<file path="src/rtl/simon_control.sv">
// Simon game control FSM: sequences pattern entry, playback, player repeat and
// game over / win by driving the datapath strobes from its status flags.
module simon_control #(
   parameter int unsigned PLAY_CYCLES = 4,
   parameter int unsigned MAX_ENTRIES = 63
) (
   input  logic clk,
   input  logic reset_n,
   input  logic next,
   input  logic right_guess,
   input  logic i_eq_ns,
   input  logic legal,
   output logic reset,
   output logic rst_i,
   output logic count_i,
   output logic count_ns,
   output logic m1,
   output logic m2,
   output logic m3,
   output logic m4,
   output logic win
);

   localparam logic [2:0] S_INIT     = 3'd0;
   localparam logic [2:0] S_INPUT    = 3'd1;
   localparam logic [2:0] S_PLAYBACK = 3'd2;
   localparam logic [2:0] S_REPEAT   = 3'd3;
   localparam logic [2:0] S_RCHK     = 3'd4;
   localparam logic [2:0] S_DONE     = 3'd5;
   localparam logic [2:0] S_WIN      = 3'd6;

   localparam logic [7:0] LP_LAST = 8'(PLAY_CYCLES - 1);
   localparam logic [5:0] LP_MAX  = 6'(MAX_ENTRIES);

   logic [2:0] r_state;
   logic [7:0] r_timer;
   logic [5:0] r_entries;
   logic       r_next_q;

   logic       w_press;
   logic [2:0] w_state_nxt;
   logic [7:0] w_timer_nxt;
   logic [5:0] w_entries_nxt;

   assign w_press = next & ~r_next_q;

   always_comb begin
      reset         = ~reset_n;
      rst_i         = 1'b0;
      count_i       = 1'b0;
      count_ns      = 1'b0;
      m1            = 1'b0;
      m2            = 1'b0;
      m3            = 1'b0;
      m4            = 1'b0;
      win           = 1'b0;
      w_state_nxt   = r_state;
      w_timer_nxt   = r_timer;
      w_entries_nxt = r_entries;

      case (r_state)
         S_INIT: begin
            reset         = 1'b1;
            w_timer_nxt   = '0;
            w_entries_nxt = '0;
            w_state_nxt   = S_INPUT;
         end

         S_INPUT: begin
            m1 = 1'b1;
            if (w_press && legal) begin
               count_ns    = 1'b1;
               rst_i       = 1'b1;
               w_timer_nxt = '0;
               if (r_entries < LP_MAX) begin
                  w_entries_nxt = r_entries + 6'd1;
               end
               w_state_nxt = S_PLAYBACK;
            end
         end

         S_PLAYBACK: begin
            m2 = 1'b1;
            // Exit is tested before display so no cycle is spent on index ns.
            if (i_eq_ns) begin
               rst_i       = 1'b1;
               w_timer_nxt = '0;
               w_state_nxt = S_REPEAT;
            end else if (r_timer >= LP_LAST) begin
               count_i     = 1'b1;
               w_timer_nxt = '0;
            end else begin
               w_timer_nxt = r_timer + 8'd1;
            end
         end

         S_REPEAT: begin
            m3 = 1'b1;
            if (w_press && legal) begin
               if (right_guess) begin
                  count_i     = 1'b1;
                  w_state_nxt = S_RCHK;
               end else begin
                  w_state_nxt = S_DONE;
               end
            end
         end

         S_RCHK: begin
            m3 = 1'b1;
            if (!i_eq_ns) begin
               w_state_nxt = S_REPEAT;
            end else if (r_entries == LP_MAX) begin
               w_state_nxt = S_WIN;
            end else begin
               rst_i       = 1'b1;
               w_state_nxt = S_INPUT;
            end
         end

         S_DONE: begin
            m4 = 1'b1;
            if (w_press) begin
               w_state_nxt = S_INIT;
            end
         end

         S_WIN: begin
            m4  = 1'b1;
            win = 1'b1;
            if (w_press) begin
               w_state_nxt = S_INIT;
            end
         end

         default: begin
            w_state_nxt = S_INIT;
         end
      endcase
   end

   always_ff @(posedge clk) begin
      if (!reset_n) begin
         r_state   <= S_INIT;
         r_timer   <= '0;
         r_entries <= '0;
         r_next_q  <= 1'b0;
      end else begin
         r_state   <= w_state_nxt;
         r_timer   <= w_timer_nxt;
         r_entries <= w_entries_nxt;
         r_next_q  <= next;
      end
   end

endmodule

</file>
<file path="config.mk">
export PLATFORM = sky130hd
export DESIGN_NAME = simon_control
export DESIGN_NICKNAME = d
export VERILOG_FILES = /design/src/rtl/simon_control.sv
export SDC_FILE = /design/constraint.sdc
export NUM_CORES = 1
export LEC_CHECK = 0
export ABC_AREA = 0
export CAP_MARGIN = 20
export CORE_MARGIN = 3
export CORE_UTILIZATION = 53
export CTS_CLUSTER_DIAMETER = 80
export DETAILED_ROUTE_END_ITERATION = 7
export PLACE_DENSITY = 0.78
export SYNTH_ARGS = -nofsm -noshare
export SYNTH_HDL_FRONTEND = slang
export SYNTH_SLANG_ARGS = --single-unit
</file>
<file path="constraint.sdc">
create_clock -name clk -period 1.49 [get_ports clk]
set_input_delay 0.2235 -clock clk [delete_from_list [all_inputs] [get_ports clk]]
set_output_delay 0.2235 -clock clk [all_outputs]
set_load 0.02 [all_outputs]
</file>
==> flow_summary.ini, run 1 <==
[yosys]
synth_top_flop_cell = dfxtp_1
seq_area_frac_synth_pct = 33.88
syn_area_mm2 = 0.001064
yosysTopAreaCell = dfxtp_1
synth_nets = 139
synthArstFlopShare_pct = 0
synth.area.top_cells = dfxtp_1 34%, nand2_1 4.6%, o21ai_0 4.2%
syn_area_per_cell_um2 = 8.118
synth_top_area_share_pct = 33.88
ys_warn_count = 0
ys_ff_latch = 18
synth_cell_types = 45
synthCells = 131
synth_edf_count = 0

[floorplanning]
die_w_um = 50.80
initial_utilization_pct = 59.03
die_y_um = 50.80
rows = 15
io-pin-count = 15

[sta]
worst-ep-kind = output port
grt_repair_worst_endpoint = rst_i

[status]
status = did not finish
toolErrorMsg = [ERROR DPL-0038] Utilization greater than 100%, impossible to legalize
haltStage = global routing (5_1_grt)

[placement]
dp_slack_ns = -0.4572
gp_congestion = 0.8886
dp_hpwl_mm = 2.524
portBuffers = 14

[cts]
cts_buffers = 3
cts_hold_buffers = 0
clockBufferDepth = 2
clockRootBuffer = clkbuf_4
clkSinkCount = 18
htree_levels = 1

[global_routing]
grt_max_degree = 12
==> synth_stat cells, types with 3 or more instances <==
cell type  number
a21oi_1         8
a31oi_1         3
or3_1           4
nor2_1         12
nand3_1         6
and3_1          5
nand2b_1        3
o21ai_0         9
nand4_1         4
inv_1           4
nand2_1        13
dfxtp_1        18
==> through the flow <==
step | instances | TNS [ns] | util, % | hold slack (ns) | area, um^2
after detailed placement | 209 | -7.118 | 85.69 | 0.5000 | 1544
after CTS | 217 | -0.4005 | 93.89 | 0.5250 | 1692
after global placement | 209 | -5.743 | 85.69 | 0.4633 | 1544
after floorplan | 131 | 0 | - | 0.3452 | 1071
==> repair_timing <==
item                       in CTS
setup endpoints to repair      17
gates resized for setup        69
pin swaps                       6
buffers inserted                4
==> cell families after synthesis <==
group,after synthesis,share of synthesized area (%)
and+or+nand+nor,59,31.30
AOI/OAI and AO/OA,39,25.30
DFF,18,33.88
buffers and inverters,10,4.469
muxes,2,1.882
adders and majority gates,2,2.353
xor gates and xnor gates,1,0.8237
==> run 2, diff against run 1 <==
Settings changed: CORE_AREA set to 3 3 64 66, CORE_MARGIN 3 to not set, CORE_UTILIZATION 53 to not set, CTS_CLUSTER_DIAMETER 80 to not set, DIE_AREA set to 0 0 67 69, PLACE_DENSITY 0.78 to not set, PLACE_DENSITY_LB_ADDON set to 0.15.
==> flow_summary.ini, run 2 <==
[finish]
nNetsFinal = 201
layout_commonest_cell = buf_4
regArea_um2 = 380.4
fillers = 368
layout.cells.non_filler = 239
syn2layout_area_growth_pct = 69.53
drive_above_1_share_pct = 50.79
multi_input_area_um2 = 810.8
largest-register = r_timer
diodes = 0
final_cell_mix = 50 x buf_4, 12 x nand2_1, 9 x nor2_1
largest_reg_flops = 8
stdcell_area_mm2 = 0.001803
reg.largest.list = r_timer: 8 flops, r_entries: 6 flops, r_state: 3 flops

[pwr]
p_leak_nw = 0.7313
powerDensity_mw_per_mm2 = 1287
total_power_mw = 2.321
irDropWorstVdd_mv = 0.8174

[setup_path]
slowest_delay_ns = 0.44
cpMaxStageDelayCell = dfxtp_4
worst_ep_required_time_ns = 1.27
arrival_ns = 1.29
cp-start-kind = flop
worstSetupEndpointType = primary output
cp_max_fo = 8
crit_type = reg -> out
crit_chain = inv_4, nor2_4, a21oi_4, o32ai_2, buf_4

[floorplanning]
dieArea_mm2 = 0.004623
die_y_um = 69
core_mm2 = 0.003633
rows = 22
die_w_um = 67
initial_utilization_pct = 29.27
io-pin-count = 15

[sta]
slew_viol_final = 0
worst_pin_slew_ns = 0.3284
rsz0062_at_grt = true
setup_violations = 2
fin_worst_skew_ns = 0.004005
slew_headroom_pct = 77.96
max_freq_ghz = 0.6598
timing.final.crit_share_pct = 101.7
finalSetupTns_ns = -0.03885
worst_slack_ns = -0.02570
fin_crit_ns = 1.516
hold_violations = 0

[yosys]
syn_area_per_cell_um2 = 8.118
synth_cell_types = 45
ys_warn_count = 0
syn_area_mm2 = 0.001064
seq_area_frac_synth_pct = 33.88
synth.area.top_cells = dfxtp_1 34%, nand2_1 4.6%, o21ai_0 4.2%
yosys-top-cells-count = 18 x dfxtp_1, 13 x nand2_1, 12 x nor2_1, 9 x o21ai_0, 8 x a21oi_1
synth_edf_count = 0
yosysTopAreaCell = dfxtp_1
synth_top_area_share_pct = 33.88
ys_ff_latch = 18
synth_top_flop_cell = dfxtp_1
synthArstFlopShare_pct = 0
synthCells = 131
synth_nets = 139
synth_most_common_cell = dfxtp_1

[drt]
routed_wl_mm = 3.145
vias = 1220
drc = 0
viasPerCell = 5.105
wl_per_cell_um = 13.16
dr.pass1.iters = 4
initialDrtViolationCount = 48
antenna_left = 0

[cts]
clockRootBuffer = clkbuf_8
cts_tree = built
clkSinkCount = 18
cts_hold_buffers = 0
clock_latency_ns = 0.25
cts_buffers = 3
clk_pin_slew_ns = 0.07
htree_levels = 1
clockBufferDepth = 2

[global_routing]
grt_pass1_vias = 1228
grt_first_pass_wirelength_mm = 5.478
antenna_found_initial = 0
grt_max_degree = 12
grt_usage_pct = 14.92
grt_overflow = 0

[placement]
dp_hpwl_mm = 2.349
dp_slack_ns = -0.4544
portBuffers = 14
place_area_mm2 = 0.001573
dp_cells = 232
gp_congestion = 0.8265

[status]
status = finished with violations
failed_checks = negative setup slack

[worst_hold_path]
worstHoldPathType = reg -> reg

[job]
maxCapViolCount = 0
[run 2: cell counts after synthesis]
Identical to the previous run, type by type.
[run 2: cell type report]
| type | instances | share of cell area [%] |
|---|---|---|
| clock buffer | 3 | 2.290 |
| inverter | 5 | 1.180 |
| multi-input combinational | 103 | 44.97 |
| sequential | 18 | 21.10 |
| tap | 48 | 3.331 |
| timing repair buffer | 62 | 27.13 |
[run 2: routing by layer]
| layer | global-route usage (%) | up-vias | share of wire, % |
|---|---|---|---|
| met5 | 0 | - | 0 |
| met4 | 3.378 | 0 | 0.95 |
| met3 | 4.072 | 4 | 2.9 |
| met2 | 24.13 | 16 | 51 |
| met1 | 19.44 | 585 | 45 |
| li1 | - | 615 | - |
[run 2: timing repair]
item / CTS / global route
gates resized for setup: 67 / 27
pin swaps: 6 / 9
endpoints found under the setup margin: 14 / 13
setup buffers: 2 / 2
[run 2: logic make-up (layout without fill, tap and decap cells)]
family                   after synthesis  count (layout)  share of synthesized area [%]
adder cells (fa/ha/maj)                2               2                          2.353
AO/OA/AOI/OAI                         39              39                          25.30
multiplexers                           2               2                          1.882
XOR/XNOR                               1               1                         0.8237
AND/OR/NAND/NOR                       59              59                          31.30
buffers and inverters                 10              70                          4.469
flip-flops                            18              18                          33.88
[run 2: path summary, 6_finish.rpt]
kind	start	end	slack [ns]	cells after the start
hold / removal	r_timer[2]	r_timer[2]	0.51	1
setup reg to reg	r_state[2]	r_entries[5]	0.07	6
hold reg to reg	r_timer[2]	r_timer[2]	0.51	1
setup / recovery	r_state[2]	rst_i	-0.03	5
[run 2: power by group]
group | internal (mW) | switching [mW]
Clock | 0.179 | 0.155
Combinational | 0.679 | 0.656
Sequential | 0.552 | 0.0997
Total | 1.41 | 0.910
[run 2: through the flow]
| step | utilization, % | hold slack [ns] |
|---|---|---|
| after global placement | 43.29 | 0.4955 |
| after global routing | 49.62 | 0.5326 |
| final | 49.62 | 0.5113 |
| after floorplan | - | 0.3452 |
| after detailed placement | 43.29 | 0.5025 |
| after CTS | 46.45 | 0.5132 |
[run 2: critical path, delay by kind of cell, from the launching register on]
family	cells	cell delay, ns
flops	1	0.44
compound gates	2	0.25
buf+inv	2	0.23
simple gates	1	0.12
(Power assumes the default switching activity.)
==> run 3, diff against run 2 <==
Settings changed: SLEW_MARGIN set to 20, TNS_END_PERCENT set to 5.
==> flow_summary.ini, run 3 (same netlist as run 2, synthesis figures left out) <==
[global_routing]
grt_overflow = 0
antenna_found_initial = 0
grt_first_pass_wirelength_mm = 5.319
grt_max_degree = 12
grt_pass1_vias = 1174
grt_usage_pct = 14.57

[finish]
final_cell_mix = 53 x buf_4, 14 x dfxtp_1, 12 x nand2_1
largest_reg_flops = 8
drive_above_1_share_pct = 46.35
nNetsFinal = 201
final_util_pct = 49.83
diodes = 0
largest-register = r_timer
layout_commonest_cell = buf_4
reg.largest.list = r_timer: 8 flops, r_entries: 6 flops, r_state: 3 flops
fillers = 363
syn2layout_area_growth_pct = 70.24

[floorplanning]
die_y_um = 69
rows = 22
core_mm2 = 0.003633
dieArea_mm2 = 0.004623
io-pin-count = 15
initial_utilization_pct = 29.27
die_w_um = 67

[sta]
finalSetupTns_ns = -0.2660
timing.final.crit_share_pct = 105.8
worst_slack_ns = -0.08597
slew_viol_final = 0
worst_pin_slew_ns = 0.3316
slew_headroom_pct = 77.85
rsz0062_at_grt = true
fin_worst_skew_ns = 0.0008659
max_freq_ghz = 0.6345
fin_crit_ns = 1.576
setup_violations = 5
hold_violations = 0

[drt]
antenna_left = 0
dr.pass1.iters = 4
initialDrtViolationCount = 50
routed_wl_mm = 3.249
wl_per_cell_um = 13.54
drc = 0
vias = 1185
viasPerCell = 4.938

[setup_path]
arrival_ns = 1.35
worst_ep_required_time_ns = 1.27
crit_type = reg -> out
worstSetupEndpointType = primary output
cp_max_fo = 5
cp-start-kind = flop

[placement]
dp_hpwl_mm = 2.391
portBuffers = 14
dp_slack_ns = -0.4845
gp_congestion = 0.7509

[status]
status = finished with violations
failed_checks = negative setup slack

[pwr]
p_leak_nw = 0.7462
powerDensity_mw_per_mm2 = 1340
irDropWorstVdd_mv = 0.8546

[cts]
cts_tree = built
cts_hold_buffers = 0
clockBufferDepth = 2
clock_latency_ns = 0.25
clockRootBuffer = clkbuf_8
clkSinkCount = 18
cts_buffers = 3
htree_levels = 1
clk_pin_slew_ns = 0.07

[worst_hold_path]
worstHoldPathType = reg -> reg

[job]
maxCapViolCount = 0
[run 3: worst max-delay path, stage by stage, from the launching register on]
cell,delay [ns]
dfxtp_4,0.39
buf_12,0.13
inv_4,0.04
nor2_4,0.07
a21oi_2,0.06
o32ai_2,0.21
buf_4,0.18
[run 3: timing repair]
item                                   in CTS  in global routing
buffers inserted                            1                  1
pin swaps                                   5                  9
endpoints found under the hold margin       0                  0
gates cloned                                1                  0
setup endpoints to repair                  18                 21
resized for setup                          60                 24
[run 3: worst paths after layout]
check        startpoint          to  slack, ns  cells after the start
max          r_state[2]       rst_i      -0.09                      6
min          r_timer[2]  r_timer[2]       0.51                      1
max reg2reg  r_state[2]  r_state[0]      -0.08                      7
min reg2reg  r_timer[2]  r_timer[2]       0.51                      1
[run 3: layout make-up]
| type | count | area (um^2) | share of cell area (%) |
|---|---|---|---|
| inverters | 5 | 21.27 | 1.175 |
| multi-input cells | 103 | 785.8 | 43.40 |
| clock buffers | 4 | 55.05 | 3.041 |
| well taps | 48 | 60.06 | 3.317 |
| flip-flops and latches | 18 | 372.9 | 20.59 |
| repair buffers | 62 | 515.5 | 28.47 |
[run 3: power by group]
group	total (mW)	switching (mW)	internal, mW
registers	0.621	0.0810	0.540
logic	1.41	0.688	0.721
clock network	0.397	0.163	0.235
[run 3: through the flow]
stage / instances / power (mW) / cell area (um^2) / hold WS [ns]
finish: 240 / 2.427 / 1810 / 0.5111
global route: 240 / 2.585 / 1810 / 0.5347
CTS: 239 / 2.254 / 1703 / 0.5080
detailed placement: 233 / 1.824 / 1585 / 0.5023
global placement: 233 / 1.813 / 1585 / 0.4650
floorplan: 131 / 1.220 / 1064 / 0.3452
[run 3: layer usage]
layer / part of all wire (%) / global-route usage [%] / vias up
met4: 0.49 / 2.703 / 0
met1: 45 / 18.48 / 562
li1: - / - / 610
met3: 2.1 / 3.420 / 2
met2: 52 / 24.78 / 11
met5: 0 / 0 / -
==> run 4, diff against run 3 <==
Settings changed: ABC_CLOCK_PERIOD_IN_PS set to 1490, SETUP_SLACK_MARGIN set to 0.4.
==> flow_summary.ini, run 4 (same netlist as run 2, synthesis figures left out) <==
[global_routing]
grt_pass1_vias = 1210
grt_first_pass_wirelength_mm = 5.554
grt_max_degree = 12
antenna_found_initial = 0
grt_usage_pct = 15.02
grt_overflow = 0

[setup_path]
worstSetupEndpointType = primary output
rrSetupSlack_ns = 0.07
cp-start-kind = flop
cp-startpoint = r_timer[0]
crit_type = reg -> out
rr_startpoint = r_next_q
rr_worst_depth = 5
worst_ep_required_time_ns = 1.27
cp_max_fo = 2
arrival_ns = 1.44

[drt]
dr.pass1.iters = 5
viasPerCell = 5.076
antenna_left = 0
wl_per_cell_um = 13.58
vias = 1208
routed_wl_mm = 3.232
initialDrtViolationCount = 93
drc = 0

[cts]
clockBufferDepth = 2
clock_latency_ns = 0.25
cts_hold_buffers = 0
clkSinkCount = 18
clockRootBuffer = clkbuf_8
htree_levels = 1
clk_pin_slew_ns = 0.08
cts_setup_buffers = 0
cts_tree = built
cts_buffers = 3

[job]
maxCapViolCount = 0

[sta]
max_freq_ghz = 0.6014
hold_violations = 0
timing.final.crit_share_pct = 111.6
slew_headroom_pct = 78.42
rsz0062_at_grt = true
worst_slack_ns = -0.1727
worst_pin_slew_ns = 0.3228
fin_crit_ns = 1.663
setup_violations = 2
fin_worst_skew_ns = 0.005675
slew_viol_final = 0

[worst_hold_path]
worstHoldStart = next
worstHoldPathType = in -> reg
whs_path_depth = 3

[floorplanning]
dieArea_mm2 = 0.004623
rows = 22
core_mm2 = 0.003633
initial_utilization_pct = 29.27
die_y_um = 69
io-pin-count = 15
die_w_um = 67

[finish]
final_cell_mix = 39 x buf_4, 14 x buf_6, 13 x dfxtp_1
layout_commonest_cell = buf_4
largest_reg_flops = 8
drive_above_1_share_pct = 53.68
largest-register = r_timer
syn2layout_area_growth_pct = 81.88
diodes = 0
reg.largest.list = r_timer: 8 flops, r_entries: 6 flops, r_state: 3 flops
nNetsFinal = 199

[placement]
gp_congestion = 0.7690
portBuffers = 14
dp_slack_ns = -0.5582
dp_hpwl_mm = 2.424

[pwr]
irDropWorstVdd_mv = 0.6118
powerDensity_mw_per_mm2 = 1362
total_power_mw = 2.634
p_leak_nw = 0.7630

[status]
status = finished with violations
failed_checks = negative setup slack
-- run 4: cell count changes in the layout (fill, tap and decap cells not counted), sizes merged --
cell	previous run	this run
buf	57	55
clkdlybuf4s50	3	2
dlymetal6s2s	0	1
-- run 4: worst paths after layout --
kind | endpoint
worst max register to register | r_entries[3]
worst min register to register | r_timer[7]
worst min-delay path | r_next_q
worst max-delay path | count_i
-- run 4: metrics by stage --
stage	hold WS [ns]	TNS [ns]	utilization (%)	instance area [um^2]	instances
4_1_cts	0.5162	-0.2658	51.17	1859	238
5_1_grt	0.5494	-0.5552	53.24	1934	238
6_report	0.5145	-0.2722	53.24	1934	238
3_3_place_gp	0.4792	-6.198	46.28	1682	234
3_5_place_dp	0.4892	-6.401	46.28	1682	234
2_1_floorplan	0.3452	0	-	1185	131
-- run 4: cell type report --
| cell class | instances | area, um^2 |
|---|---|---|
| inverters | 5 | 21.27 |
| repair buffers | 60 | 530.5 |
| clock buffers | 4 | 55.05 |
| multi-input cells | 103 | 893.4 |
| fillers | 334 | 1699 |
| well taps | 48 | 60.06 |
| flip-flops and latches | 18 | 374.1 |
-- run 4: timing repair --
item                                    CTS  global route
resized for setup                        78            18
pin swaps                                23            20
endpoints found under the setup margin   26            26
-- run 4: metal layers --
metal | GRT usage [%] | vias to the layer above | part of all wire [%]
met5 | 0 | - | 0
met4 | 4.054 | 0 | 0.68
met3 | 2.606 | 2 | 3.1
met2 | 24.78 | 18 | 49
met1 | 19.76 | 578 | 47
li1 | - | 610 | -
-- run 4: report_power, final --
group	internal [mW]	switching [mW]
combinational	0.844	0.750
clock	0.235	0.173
sequential	0.548	0.0847
total	1.63	1.01
-- run 4: critical path: stages, from the launching register on --
cell and delay (ns):
dfxtp_1 0.32, ha_2 0.21, nor4_4 0.15, buf_4 0.15, nand2_1 0.06, nand2_2 0.10, o21ai_4 0.05, buf_4 0.15
